### config.mk
export PLATFORM = sky130hd
export DESIGN_NAME = pacman_motion_ctrl
export DESIGN_NICKNAME = d
export VERILOG_FILES = /design/src/rtl/pacman_motion_ctrl.sv
export SDC_FILE = /design/constraint.sdc
export NUM_CORES = 1
export LEC_CHECK = 0
export CAP_MARGIN = 30
export CORE_UTILIZATION = 53
export DETAILED_ROUTE_END_ITERATION = 10
export GPL_ROUTABILITY_DRIVEN = 0
export GPL_TIMING_DRIVEN = 0
export PLACE_DENSITY = 0.78
export SLEW_MARGIN = 10
export SYNTH_ARGS = -nofsm -noshare
export SYNTH_HDL_FRONTEND = slang
export SYNTH_SLANG_ARGS = --single-unit
### constraint.sdc
create_clock -name clk_100mhz -period 3.32 [get_ports clk_100mhz]
set_clock_uncertainty 0.15 [all_clocks]
set_input_delay 0.332 -clock clk_100mhz [delete_from_list [all_inputs] [get_ports clk_100mhz]]
set_output_delay 0.332 -clock clk_100mhz [all_outputs]
set_load 0.1 [all_outputs]
### src/rtl/pacman_motion_ctrl.sv
// Pac-Man position/direction owner: per-tick maze lookups over a req/ack port, one-pixel steps.
// Optional macro CORNER_BUFFER_EN holds a pressed direction until the next aligned tile takes it.
module pacman_motion_ctrl #(
  parameter int          MAZE_TILES_X = 40,
  parameter int          MAZE_TILES_Y = 30,
  parameter logic [9:0]  START_X      = 10'd304,
  parameter logic [8:0]  START_Y      = 9'd368,
  parameter logic [3:0]  START_DIR    = 4'b0010
) (
  input  logic        clk_100mhz,
  input  logic        rst_n,
  input  logic        move_tick,
  input  logic        respawn,
  input  logic [3:0]  joy_dir,
  output logic        map_req,
  output logic [5:0]  map_tile_x,
  output logic [4:0]  map_tile_y,
  input  logic        map_ack,
  input  logic        map_wall,
  output logic [9:0]  pacman_x,
  output logic [8:0]  pacman_y,
  output logic [3:0]  pacman_dir,
  output logic        moving,
  output logic        tick_overrun
);

  localparam logic [3:0] DIR_R = 4'b0001;
  localparam logic [3:0] DIR_L = 4'b0010;
  localparam logic [3:0] DIR_U = 4'b0100;
  localparam logic [3:0] DIR_D = 4'b1000;
  localparam logic [5:0] TX_LAST = 6'(MAZE_TILES_X - 1);
  localparam logic [4:0] TY_LAST = 5'(MAZE_TILES_Y - 1);
  localparam logic [9:0] X_MAX   = 10'(MAZE_TILES_X * 16 - 1);

  typedef enum logic [2:0] {
    S_IDLE, S_REQ_CHK, S_REQ_WAIT, S_CUR_CHK, S_CUR_WAIT, S_STEP
  } state_t;

  state_t      r_state;
  logic [9:0]  r_x;
  logic [8:0]  r_y;
  logic [3:0]  r_dir;
  logic [3:0]  r_req;
  logic [3:0]  r_step_dir;
  logic        r_moving;
  logic        r_map_req;
  logic [5:0]  r_tile_x;
  logic [4:0]  r_tile_y;
  logic        r_pending;
  logic        r_overrun;
`ifdef CORNER_BUFFER_EN
  logic [3:0]  r_buf;
`endif

  logic        w_joy_valid;
  logic        w_aligned;
  logic        w_start;
  logic [3:0]  w_req;
  logic [11:0] w_nb_req;
  logic [11:0] w_nb_cur;

  function automatic logic f_one_hot(input logic [3:0] d);
    return (d == DIR_R) || (d == DIR_L) || (d == DIR_U) || (d == DIR_D);
  endfunction

  function automatic logic [3:0] f_opposite(input logic [3:0] d);
    logic [3:0] o;
    case (d)
      DIR_R:   o = DIR_L;
      DIR_L:   o = DIR_R;
      DIR_U:   o = DIR_D;
      DIR_D:   o = DIR_U;
      default: o = 4'b0000;
    endcase
    return o;
  endfunction

  // Returns {off_map_row, tile_x, tile_y}; rows beyond the maze are walls and never queried.
  function automatic logic [11:0] f_neighbour(input logic [3:0] d, input logic [5:0] tx,
                                              input logic [4:0] ty);
    logic [5:0] nx;
    logic [4:0] ny;
    logic       oob;
    nx  = tx;
    ny  = ty;
    oob = 1'b0;
    case (d)
      DIR_R:   nx = (tx >= TX_LAST) ? 6'd0 : tx + 6'd1;
      DIR_L:   nx = (tx == 6'd0) ? TX_LAST : tx - 6'd1;
      DIR_U:   if (ty == 5'd0) oob = 1'b1; else ny = ty - 5'd1;
      DIR_D:   if (ty >= TY_LAST) oob = 1'b1; else ny = ty + 5'd1;
      default: oob = 1'b1;
    endcase
    return {oob, nx, ny};
  endfunction

  function automatic logic [9:0] f_step_x(input logic [3:0] d, input logic [9:0] x);
    logic [9:0] nx;
    case (d)
      DIR_R:   nx = (x >= X_MAX) ? 10'd0 : x + 10'd1;
      DIR_L:   nx = (x == 10'd0) ? X_MAX : x - 10'd1;
      default: nx = x;
    endcase
    return nx;
  endfunction

  function automatic logic [8:0] f_step_y(input logic [3:0] d, input logic [8:0] y);
    logic [8:0] ny;
    case (d)
      DIR_U:   ny = y - 9'd1;
      DIR_D:   ny = y + 9'd1;
      default: ny = y;
    endcase
    return ny;
  endfunction

  assign w_joy_valid = f_one_hot(joy_dir);
  assign w_aligned   = (r_x[3:0] == 4'd0) && (r_y[3:0] == 4'd0);
  assign w_start     = move_tick || r_pending;
  assign w_nb_req    = f_neighbour(r_req, r_x[9:4], r_y[8:4]);
  assign w_nb_cur    = f_neighbour(r_dir, r_x[9:4], r_y[8:4]);

  // Direction request seen by a tick starting this cycle.
  always_comb begin
    w_req = 4'd0;
`ifdef CORNER_BUFFER_EN
    if (w_joy_valid) w_req = joy_dir;
    else             w_req = r_buf;
`else
    if (w_joy_valid) w_req = joy_dir;
    else             w_req = 4'd0;
`endif
  end

  // Motion FSM; position and direction commit together in STEP.
  always_ff @(posedge clk_100mhz or negedge rst_n) begin
    if (!rst_n) begin
      r_state    <= S_IDLE;
      r_x        <= START_X;
      r_y        <= START_Y;
      r_dir      <= START_DIR;
      r_req      <= 4'd0;
      r_step_dir <= START_DIR;
      r_moving   <= 1'b0;
      r_map_req  <= 1'b0;
      r_tile_x   <= 6'd0;
      r_tile_y   <= 5'd0;
      r_pending  <= 1'b0;
      r_overrun  <= 1'b0;
`ifdef CORNER_BUFFER_EN
      r_buf      <= 4'd0;
`endif
    end else if (respawn) begin
      r_state    <= S_IDLE;
      r_x        <= START_X;
      r_y        <= START_Y;
      r_dir      <= START_DIR;
      r_step_dir <= START_DIR;
      r_moving   <= 1'b0;
      r_map_req  <= 1'b0;
      r_pending  <= 1'b0;
`ifdef CORNER_BUFFER_EN
      r_buf      <= 4'd0;
`endif
    end else begin
`ifdef CORNER_BUFFER_EN
      if (w_joy_valid) r_buf <= joy_dir;
      else if (r_state == S_STEP && r_step_dir != r_dir && r_buf == r_step_dir) r_buf <= 4'd0;
`endif
      if (move_tick && r_state != S_IDLE) begin
        if (r_pending) r_overrun <= 1'b1;
        else           r_pending <= 1'b1;
      end
      case (r_state)
        S_IDLE: begin
          if (w_start) begin
            r_pending <= 1'b0;
            r_req     <= w_req;
            if (w_req != 4'd0 && w_req == f_opposite(r_dir)) begin
              r_step_dir <= w_req;
              r_state    <= S_STEP;
            end else if (w_aligned && w_req != 4'd0 && w_req != r_dir) begin
              r_state <= S_REQ_CHK;
            end else if (w_aligned) begin
              r_state <= S_CUR_CHK;
            end else begin
              r_step_dir <= r_dir;
              r_state    <= S_STEP;
            end
          end
        end
        S_REQ_CHK: begin
          if (w_nb_req[11]) begin
            r_state <= S_CUR_CHK;
          end else begin
            r_tile_x  <= w_nb_req[10:5];
            r_tile_y  <= w_nb_req[4:0];
            r_map_req <= 1'b1;
            r_state   <= S_REQ_WAIT;
          end
        end
        S_REQ_WAIT: begin
          if (map_ack) begin
            r_map_req <= 1'b0;
            if (map_wall) begin
              r_state <= S_CUR_CHK;
            end else begin
              r_step_dir <= r_req;
              r_state    <= S_STEP;
            end
          end
        end
        S_CUR_CHK: begin
          if (w_nb_cur[11]) begin
            r_moving <= 1'b0;
            r_state  <= S_IDLE;
          end else begin
            r_tile_x  <= w_nb_cur[10:5];
            r_tile_y  <= w_nb_cur[4:0];
            r_map_req <= 1'b1;
            r_state   <= S_CUR_WAIT;
          end
        end
        S_CUR_WAIT: begin
          if (map_ack) begin
            r_map_req <= 1'b0;
            if (map_wall) begin
              r_moving <= 1'b0;
              r_state  <= S_IDLE;
            end else begin
              r_step_dir <= r_dir;
              r_state    <= S_STEP;
            end
          end
        end
        S_STEP: begin
          r_x      <= f_step_x(r_step_dir, r_x);
          r_y      <= f_step_y(r_step_dir, r_y);
          r_dir    <= r_step_dir;
          r_moving <= 1'b1;
          r_state  <= S_IDLE;
        end
        default: begin
          r_map_req <= 1'b0;
          r_state   <= S_IDLE;
        end
      endcase
    end
  end

  assign map_req      = r_map_req;
  assign map_tile_x   = r_tile_x;
  assign map_tile_y   = r_tile_y;
  assign pacman_x     = r_x;
  assign pacman_y     = r_y;
  assign pacman_dir   = r_dir;
  assign moving       = r_moving;
  assign tick_overrun = r_overrun;

endmodule
==> impl_results.rst, run 1 <==
.. list-table::
   :header-rows: 1

   * - Metric
     - Value
   * - Status
     - complete, no violations
   * - Largest area contributor in the synthesized netlist
     - sky130_fd_sc_hd__dfrtp_1
   * - TritonCTS buffer count
     - 5
   * - Share of power burned in registers
     - 27.3%
   * - Number of hold violations in the final report
     - 0
   * - Most frequent cell on the critical path
     - sky130_fd_sc_hd__nand3_1
   * - Max frequency
     - 325.2 MHz
   * - Number of distinct standard cells referenced by the synthesized netlist
     - ~80
   * - Power density normalized to cell area
     - between 500 and 600 nW/um^2
   * - Residual overflow from global routing
     - 0
   * - CP peak stage delay
     - 480 ps
   * - Net total in the final layout
     - between 600 and 700
   * - Switch Pwr
     - 1590 uW
   * - Y dimension of the die
     - ~95 um
   * - Critical path launch point type
     - flop
   * - Slew at the pin with the worst max-slew slack
     - approximately 990 ps
   * - Total standard cell area after synthesis
     - roughly 4600 um^2
   * - Maximum number of pins on one net before global-route repair
     - 30
   * - Worst IR Drop VDD
     - approximately 0.0003 V
   * - Flip-flop and latch count after synthesis
     - 49
   * - Critical path arrival
     - roughly 3200 ps
   * - Worst slew margin relative to its limit
     - about a third
   * - Ratio of routed vias to standard cells
     - 6.660
   * - Max-Cap Viols
     - 0
   * - Maximum clock insertion buffer count
     - 2
   * - Detailed-route wire length per cell
     - approximately 18 um
   * - Top cell type's share of synthesized area
     - 21.66%
   * - Pins over their slew limit
     - 0
   * - Area overhead of the layout relative to synthesis
     - 15.19%
   * - Area enclosed by the die boundary
     - 9098 um^2
   * - Fin crit share
     - between 90% and 100%
   * - Final-report setup violation count
     - 0
   * - Fillers
     - 734
   * - Fraction of registers with async set/reset
     - 100.0%
   * - Clock sinks
     - 49
   * - Clock latency reported for the late side of the worst-skew pair
     - 300 ps
   * - Synth Warn #
     - 0
   * - Ordered list of cells on the worst path
     - clkbuf_1, nor4b_4, inv_1, ha_1, and2_1, o21ai_0, nand3_1, a21o_1, a211o_1, nand3_1
   * - Part of the power in the clock network
     - between 10% and 20%
   * - Count of buffers from port buffering
     - between 40 and 50
   * - Root buffer cell
     - sky130_fd_sc_hd__clkbuf_8
   * - ANT cells
     - 0
   * - Static Leak
     - about 0.0021 uW
   * - Antenna violations before repair
     - 0
   * - Share of cells above drive strength 1
     - between 10% and 20%
   * - Post-route DRC
     - 0
   * - Maximum level of the CTS H-tree
     - 2
   * - Critical path type
     - reg2reg
   * - Total buffers and inverters traversed by the critical path
     - 2
   * - Clk slew on worst S/H paths
     - about 90 ps
   * - Min Clock Period, post-route
     - approximately 3000 ps
   * - Detailed-route wire length
     - 13040 um
   * - Worst path slowest cell
     - sky130_fd_sc_hd__nor4b_4
   * - HPWL after detailed placement
     - just under 10000 um
   * - TritonCTS clock tree
     - yes
   * - Starting density of the core
     - a little under three fifths
   * - Hold slack final
     - 329.9 ps
   * - Average cell area after synthesis
     - between 8 and 9 um^2
   * - Count of routing violations after the opening detailed-route iteration
     - 456
   * - Via Count
     - a little under 5000
   * - Biggest fanout along the worst timing path
     - 8
   * - Net switching fraction of the power
     - 52.46%
   * - Horizontal extent of the die
     - about 95 um
   * - Proportion of power drawn by combinational gates
     - approximately three fifths
   * - First drt pass iteration count
     - 5
   * - Kind of end point of the critical path
     - flop
   * - Placement row count
     - 33
   * - Utilization after layout
     - 63.83%
   * - Data required time at the worst endpoint
     - roughly 3400 ps
   * - Main area contributors after synthesis
     - sky130_fd_sc_hd__dfrtp_1 (22%), sky130_fd_sc_hd__dfstp_2 (5.1%), sky130_fd_sc_hd__o21ai_0 (4.3%)
   * - Vias in the first global route
     - between 4000 and 5000
   * - Top delay family on crit path
     - simple AND/OR/NAND/NOR gates
   * - Post-synth EDFFs
     - 0
   * - Share of the yosys chip area belonging to registers
     - between 20% and 30%
   * - Antenna viol nets, final
     - 0
   * - Min-delay worst type
     - reg2reg
   * - Total internal power
     - 1441 uW
   * - PnR worst setup slack
     - around 250 ps
   * - Number of I/O pins
     - 47
   * - Setup WS pre-CTS
     - -299.4 ps
   * - Synthesized instance count
     - around 570
   * - Setup repair after global routing missed its margin
     - false
   * - Primary FF master, synth
     - sky130_fd_sc_hd__dfrtp_1
   * - Net count after synthesis
     - around 600
   * - Wire length of the first global-routing pass
     - approximately 21000 um
   * - Aggregate global-route resource usage
     - between 20% and 30%
   * - Core ar.
     - approximately 8300 um^2
## metal layers
| metal | share of wire [%] | routed length, um | GRT usage (%) | vias up |
|---|---|---|---|---|
| li1 | - | - | - | 2276 |
| met1 | 43 | 5640 | 39.84 | 2248 |
| met2 | 46 | 5976 | 48.39 | 297 |
| met3 | 8.6 | 1119 | 3.828 | 41 |
| met4 | 2.3 | 303 | 10.32 | 0 |
| met5 | 0 | 0 | 0 | - |
## cell usage in the layout, fill, tap and decap left out, types with 5 or more instances in the layout
cell	netlist	routed
sky130_fd_sc_hd__a221oi_1	6	6
sky130_fd_sc_hd__a211oi_1	11	11
sky130_fd_sc_hd__nor2_1	51	51
sky130_fd_sc_hd__and3_1	7	7
sky130_fd_sc_hd__o221ai_1	6	6
sky130_fd_sc_hd__a31oi_1	8	8
sky130_fd_sc_hd__clkbuf_8	0	6
sky130_fd_sc_hd__dfstp_2	9	9
sky130_fd_sc_hd__xor2_1	8	8
sky130_fd_sc_hd__or4b_1	8	8
sky130_fd_sc_hd__nor4b_1	8	7
sky130_fd_sc_hd__o31ai_1	8	8
sky130_fd_sc_hd__clkbuf_1	27	29
sky130_fd_sc_hd__a21oi_1	35	35
sky130_fd_sc_hd__o21ai_0	40	40
sky130_fd_sc_hd__mux2_2	7	7
sky130_fd_sc_hd__a22oi_1	6	6
sky130_fd_sc_hd__and2_1	5	5
sky130_fd_sc_hd__a21o_1	6	6
sky130_fd_sc_hd__nand2_1	43	43
sky130_fd_sc_hd__mux2i_1	8	8
sky130_fd_sc_hd__nand2b_1	7	7
sky130_fd_sc_hd__clkdlybuf4s50_1	0	42
sky130_fd_sc_hd__dfrtp_1	40	40
sky130_fd_sc_hd__o22ai_1	8	8
sky130_fd_sc_hd__nor3_1	22	22
sky130_fd_sc_hd__nor4_1	5	5
sky130_fd_sc_hd__nor2b_1	10	10
sky130_fd_sc_hd__buf_2	12	13
sky130_fd_sc_hd__inv_1	18	18
sky130_fd_sc_hd__ha_1	15	15
sky130_fd_sc_hd__xnor2_1	8	8
sky130_fd_sc_hd__nand3_1	13	13
sky130_fd_sc_hd__nor4b_2	5	5
sky130_fd_sc_hd__o211ai_1	6	6
## power by group through the flow
stage                     clock network, uW  logic (uW)  registers [uW]
after global routing                    404        1970             844
after CTS                               383        1810             826
after detailed placement                  0        1800             837
after floorplan                           0         839            1390
after global placement                    0        1790             829
final                                   371        1830             829
## cell type report
type	count	area [um^2]	share of cell area, %
buffer	46	217.7	4.089
clock buffer	8	90.09	1.692
inverter	19	71.32	1.340
multi-input combinational	457	3115	58.52
sequential	49	1237	23.24
tap	105	131.4	2.468
timing repair buffer	46	460.4	8.649
## cells by family after synthesis
| family | Yosys count | share of synthesized area [%] |
|---|---|---|
| simple gates | 212 | 25.85 |
| compound gates | 196 | 29.62 |
| buf+inv | 65 | 6.253 |
| flops | 49 | 26.77 |
| fa+ha+maj | 17 | 4.710 |
| xor+xnor | 16 | 3.032 |
| mux | 16 | 3.763 |
## synth_stat cells (all sizes together), types with 8 or more instances
library cell / number
ha: 15
o31ai: 9
dfstp: 9
nor2b: 10
a211oi: 11
mux2i: 8
xnor2: 8
dfrtp: 40
o21ai: 44
nor3: 22
o22ai: 9
a31oi: 8
nor4b: 13
nand3: 13
a21oi: 35
clkbuf: 27
xor2: 8
or4b: 11
buf: 19
mux2: 8
nand2: 43
inv: 19
nor2: 51
## per-stage QoR
stage	instance area (um^2)	setup TNS [ps]	instances	total power, uW
3_3_place_gp	5184	-211.5	719	2617
3_5_place_dp	5199	-636.4	720	2641
4_1_cts	5305	0	729	3022
6_report	5324	0	730	3031
5_1_grt	5324	0	730	3214
2_1_floorplan	4622	0	571	2225
## path summary, 6_finish.rpt
kind / start / endpoint / slack (ps) / depth (start not counted)
worst max-delay path: r_step_dir[0] / pacman_y[8] / 250 / 10
worst min-delay path: map_tile_x[5] / map_tile_x[5] / 330 / 1
worst max register to register: r_step_dir[0] / pacman_y[8] / 250 / 10
worst min register to register: map_tile_x[5] / map_tile_x[5] / 330 / 1
max in group asynchronous: rst_n / pacman_x[8] / 2050 / 3
min in group asynchronous: rst_n / map_tile_y[4] / 370 / 2
## what timing repair did
item / in CTS / in global routing
resized for setup: 1 / 2
setup endpoints to repair: 4 / 3
setup buffers: 0 / 0
endpoints found under the hold margin: 18 / 0
hold buffers: 1 / 0
## flip-flops by register name (all words and copies together) (netlist names)
signal,cells
r_step_dir,4
map_tile_y,5
moving,1
pacman_y,9
map_tile_x,6
pacman_dir,4
tick_overrun,1
r_pending,1
r_state,3
r_req,4
map_req,1
pacman_x,10
(Power assumes the default switching activity.)
==> run 2: changes to the inputs <==
Settings changed: CELL_PAD_IN_SITES_DETAIL_PLACEMENT set to 0, CELL_PAD_IN_SITES_GLOBAL_PLACEMENT set to 1, CORE_UTILIZATION 53 to 39, PLACE_DENSITY 0.78 to unset, PLACE_DENSITY_LB_ADDON set to 0.1.
==> run 2 against run 1 <==
Against the previous run: clock-buffer cell count shrank 2; power grew 9.3%; global-route usage fell by 5.5 points; die area is 35% higher; flip-flop and latch count stayed put; sequential share of layout area shrank 0.57 points; cell area is 2.5% higher; register-to-register slack is essentially flat; critical path depth stayed put; utilization decreased by 16 points; combinational power about the same; setup slack worse by 8.4 ps; largest cell class unchanged; largest power group unchanged.
==> impl_results.rst, run 2 (synthesis results as in run 1) <==
.. list-table::
   :header-rows: 1

   * - Metric
     - Value
   * - Status
     - complete, no violations
   * - Vias in the first global route
     - roughly 4500
   * - Root buffer cell
     - sky130_fd_sc_hd__clkbuf_16
   * - Wire length of the first global-routing pass
     - 23870 um
   * - Most frequent standard cell in the layout excluding fill and tap cells
     - sky130_fd_sc_hd__nor2_1
   * - Max frequency
     - 324.3 MHz
   * - PnR worst setup slack
     - 236.7 ps
   * - Number of I/O pins
     - 47
   * - Horizontal extent of the die
     - between 100 and 150 um
   * - Via Count
     - about 4700
   * - Detailed-route wire length per cell
     - ~19 um
   * - First drt pass iteration count
     - 8
   * - Worst IR Drop VDD
     - ~0.00063 V
   * - Post-route DRC
     - 0
   * - Placement row count
     - 39
   * - Overall power after layout
     - about 3300 uW
   * - Biggest fanout along the worst timing path
     - 7
   * - Net total in the final layout
     - 650
   * - Area enclosed by the die boundary
     - 12290 um^2
   * - Maximum level of the CTS H-tree
     - 2
   * - Ratio of routed vias to standard cells
     - between 6 and 7
   * - Static Leak
     - around 0.0022 uW
   * - Critical path launch point type
     - flop
   * - Fin crit share
     - between 90% and 100%
   * - Max FFs per register
     - 10
   * - Pins over their slew limit
     - 0
   * - Slew at the pin with the worst max-slew slack
     - between 900 and 1000 ps
   * - Final-report setup violation count
     - 0
   * - Core ar.
     - roughly 11000 um^2
   * - Worst slew margin relative to its limit
     - 34.40%
   * - TritonCTS buffer count
     - 5
   * - Clock sinks
     - 49
   * - Critical path type
     - reg2reg
   * - Count of buffers from port buffering
     - between 40 and 50
   * - Launching instance or port of the critical path
     - r_step_dir[3]
   * - Aggregate global-route resource usage
     - a little under a quarter
   * - Data required time at the worst endpoint
     - approximately 3400 ps
   * - Detailed-route wire length
     - 14460 um
   * - TritonCTS clock tree
     - yes
   * - Min Clock Period, post-route
     - ~3100 ps
   * - Final Non-Filler Cells
     - roughly 770
   * - Clk slew on worst S/H paths
     - ~70 ps
   * - Min-delay worst type
     - reg2reg
   * - Y dimension of the die
     - about 110 um
   * - Total negative setup slack
     - 0 ps
   * - Max-Cap Viols
     - 0
   * - Setup repair after global routing missed its margin
     - false
   * - Buffers inserted by post-CTS timing repair
     - 0
   * - Critical path arrival
     - ~3200 ps
   * - Commonest cells after routing, fill and taps aside
     - sky130_fd_sc_hd__nor2_1 (51), sky130_fd_sc_hd__nand2_1 (43), sky130_fd_sc_hd__clkdlybuf4s50_1 (42), sky130_fd_sc_hd__o21ai_0 (40), sky130_fd_sc_hd__dfrtp_1 (40)
   * - Maximum clock insertion buffer count
     - 2
   * - Startpoint of the worst-slack reg-to-reg timing path
     - r_step_dir[3]
   * - HPWL after detailed placement
     - between 10000 and 15000 um
   * - Maximum number of pins on one net before global-route repair
     - 31
   * - Setup WS pre-CTS
     - -317.2 ps
   * - Cell count after placement
     - around 760
   * - Power density normalized to cell area
     - 606.9 nW/um^2
   * - Antenna violations before repair
     - 0
   * - Kind of end point of the critical path
     - flop
   * - Min-delay src
     - map_tile_y[0]
   * - Residual overflow from global routing
     - 0
   * - Area overhead of the layout relative to synthesis
     - 18.08%
   * - Starting density of the core
     - 40.31%
   * - ANT cells
     - 0
   * - Share of cells above drive strength 1
     - between 10% and 20%
   * - Count of routing violations after the opening detailed-route iteration
     - approximately 320
   * - Antenna viol nets, final
     - 0
   * - Clock latency reported for the late side of the worst-skew pair
     - between 300 and 400 ps
   * - Fillers
     - about 1100
   * - Utilization after layout
     - a little under half
   * - Number of hold violations in the final report
     - 0
[run 2: layout make-up]
| class | instances | area [um^2] | share of cell area [%] |
|---|---|---|---|
| inverters | 19 | 71.32 | 1.307 |
| plain buffers | 46 | 217.7 | 3.989 |
| flip-flops and latches | 49 | 1237 | 22.67 |
| well taps | 143 | 178.9 | 3.278 |
| clock buffers | 6 | 138.9 | 2.545 |
| repair buffers | 46 | 460.4 | 8.437 |
| multi-input cells | 457 | 3115 | 57.08 |
| clock inverters | 2 | 37.54 | 0.6878 |
[run 2: where the power goes]
group	switching (uW)	total [uW]	internal, uW
Sequential	112	829	717
Combinational	1300	1860	554
Clock	249	626	377
[run 2: worst max-delay path, cell delays in order (launching register included)]
cell	delay, ps
sky130_fd_sc_hd__dfrtp_1	320
sky130_fd_sc_hd__clkbuf_1	340
sky130_fd_sc_hd__nor4b_4	430
sky130_fd_sc_hd__inv_1	250
sky130_fd_sc_hd__ha_1	360
sky130_fd_sc_hd__nor2b_1	170
sky130_fd_sc_hd__o2111ai_1	240
sky130_fd_sc_hd__nand3_1	200
sky130_fd_sc_hd__a21o_1	200
sky130_fd_sc_hd__a211o_1	280
sky130_fd_sc_hd__nand3_1	80
[run 2: path summary, 6_finish.rpt]
kind                                 endpoint  cells after the start  slack [ps]
max in group asynchronous       r_step_dir[1]                      3        2030
worst min-delay path            map_tile_y[0]                      2         320
worst max-delay path              pacman_y[8]                     10         240
worst min register to register  map_tile_y[0]                      2         320
min in group asynchronous         pacman_y[7]                      2         380
worst max register to register    pacman_y[8]                     10         240
[run 2: per-layer routing]
layer	global-route usage, %	up-vias	share of wire [%]
met1	34.10	2225	48
met4	8.533	0	2.1
met5	0	-	0
li1	-	2283	-
met2	35.90	166	45
met3	4.757	19	4.9
[run 2: per-stage QoR]
| stage | hold slack (ps) | instance area [um^2] |
|---|---|---|
| 2_1_floorplan | -113.6 | 4622 |
| 3_3_place_gp | 309.3 | 5231 |
| 3_5_place_dp | 175.2 | 5251 |
| 4_1_cts | 328.9 | 5444 |
| 5_1_grt | 356.6 | 5458 |
| 6_report | 324.7 | 5458 |
[run 2: repair_timing]
action | 4_1_cts | 5_1_grt
resized for setup | 1 | 2
setup endpoints to repair | 4 | 6
hold buffers | 1 | 0
pin swaps | 0 | 0
hold endpoints to repair | 14 | 0
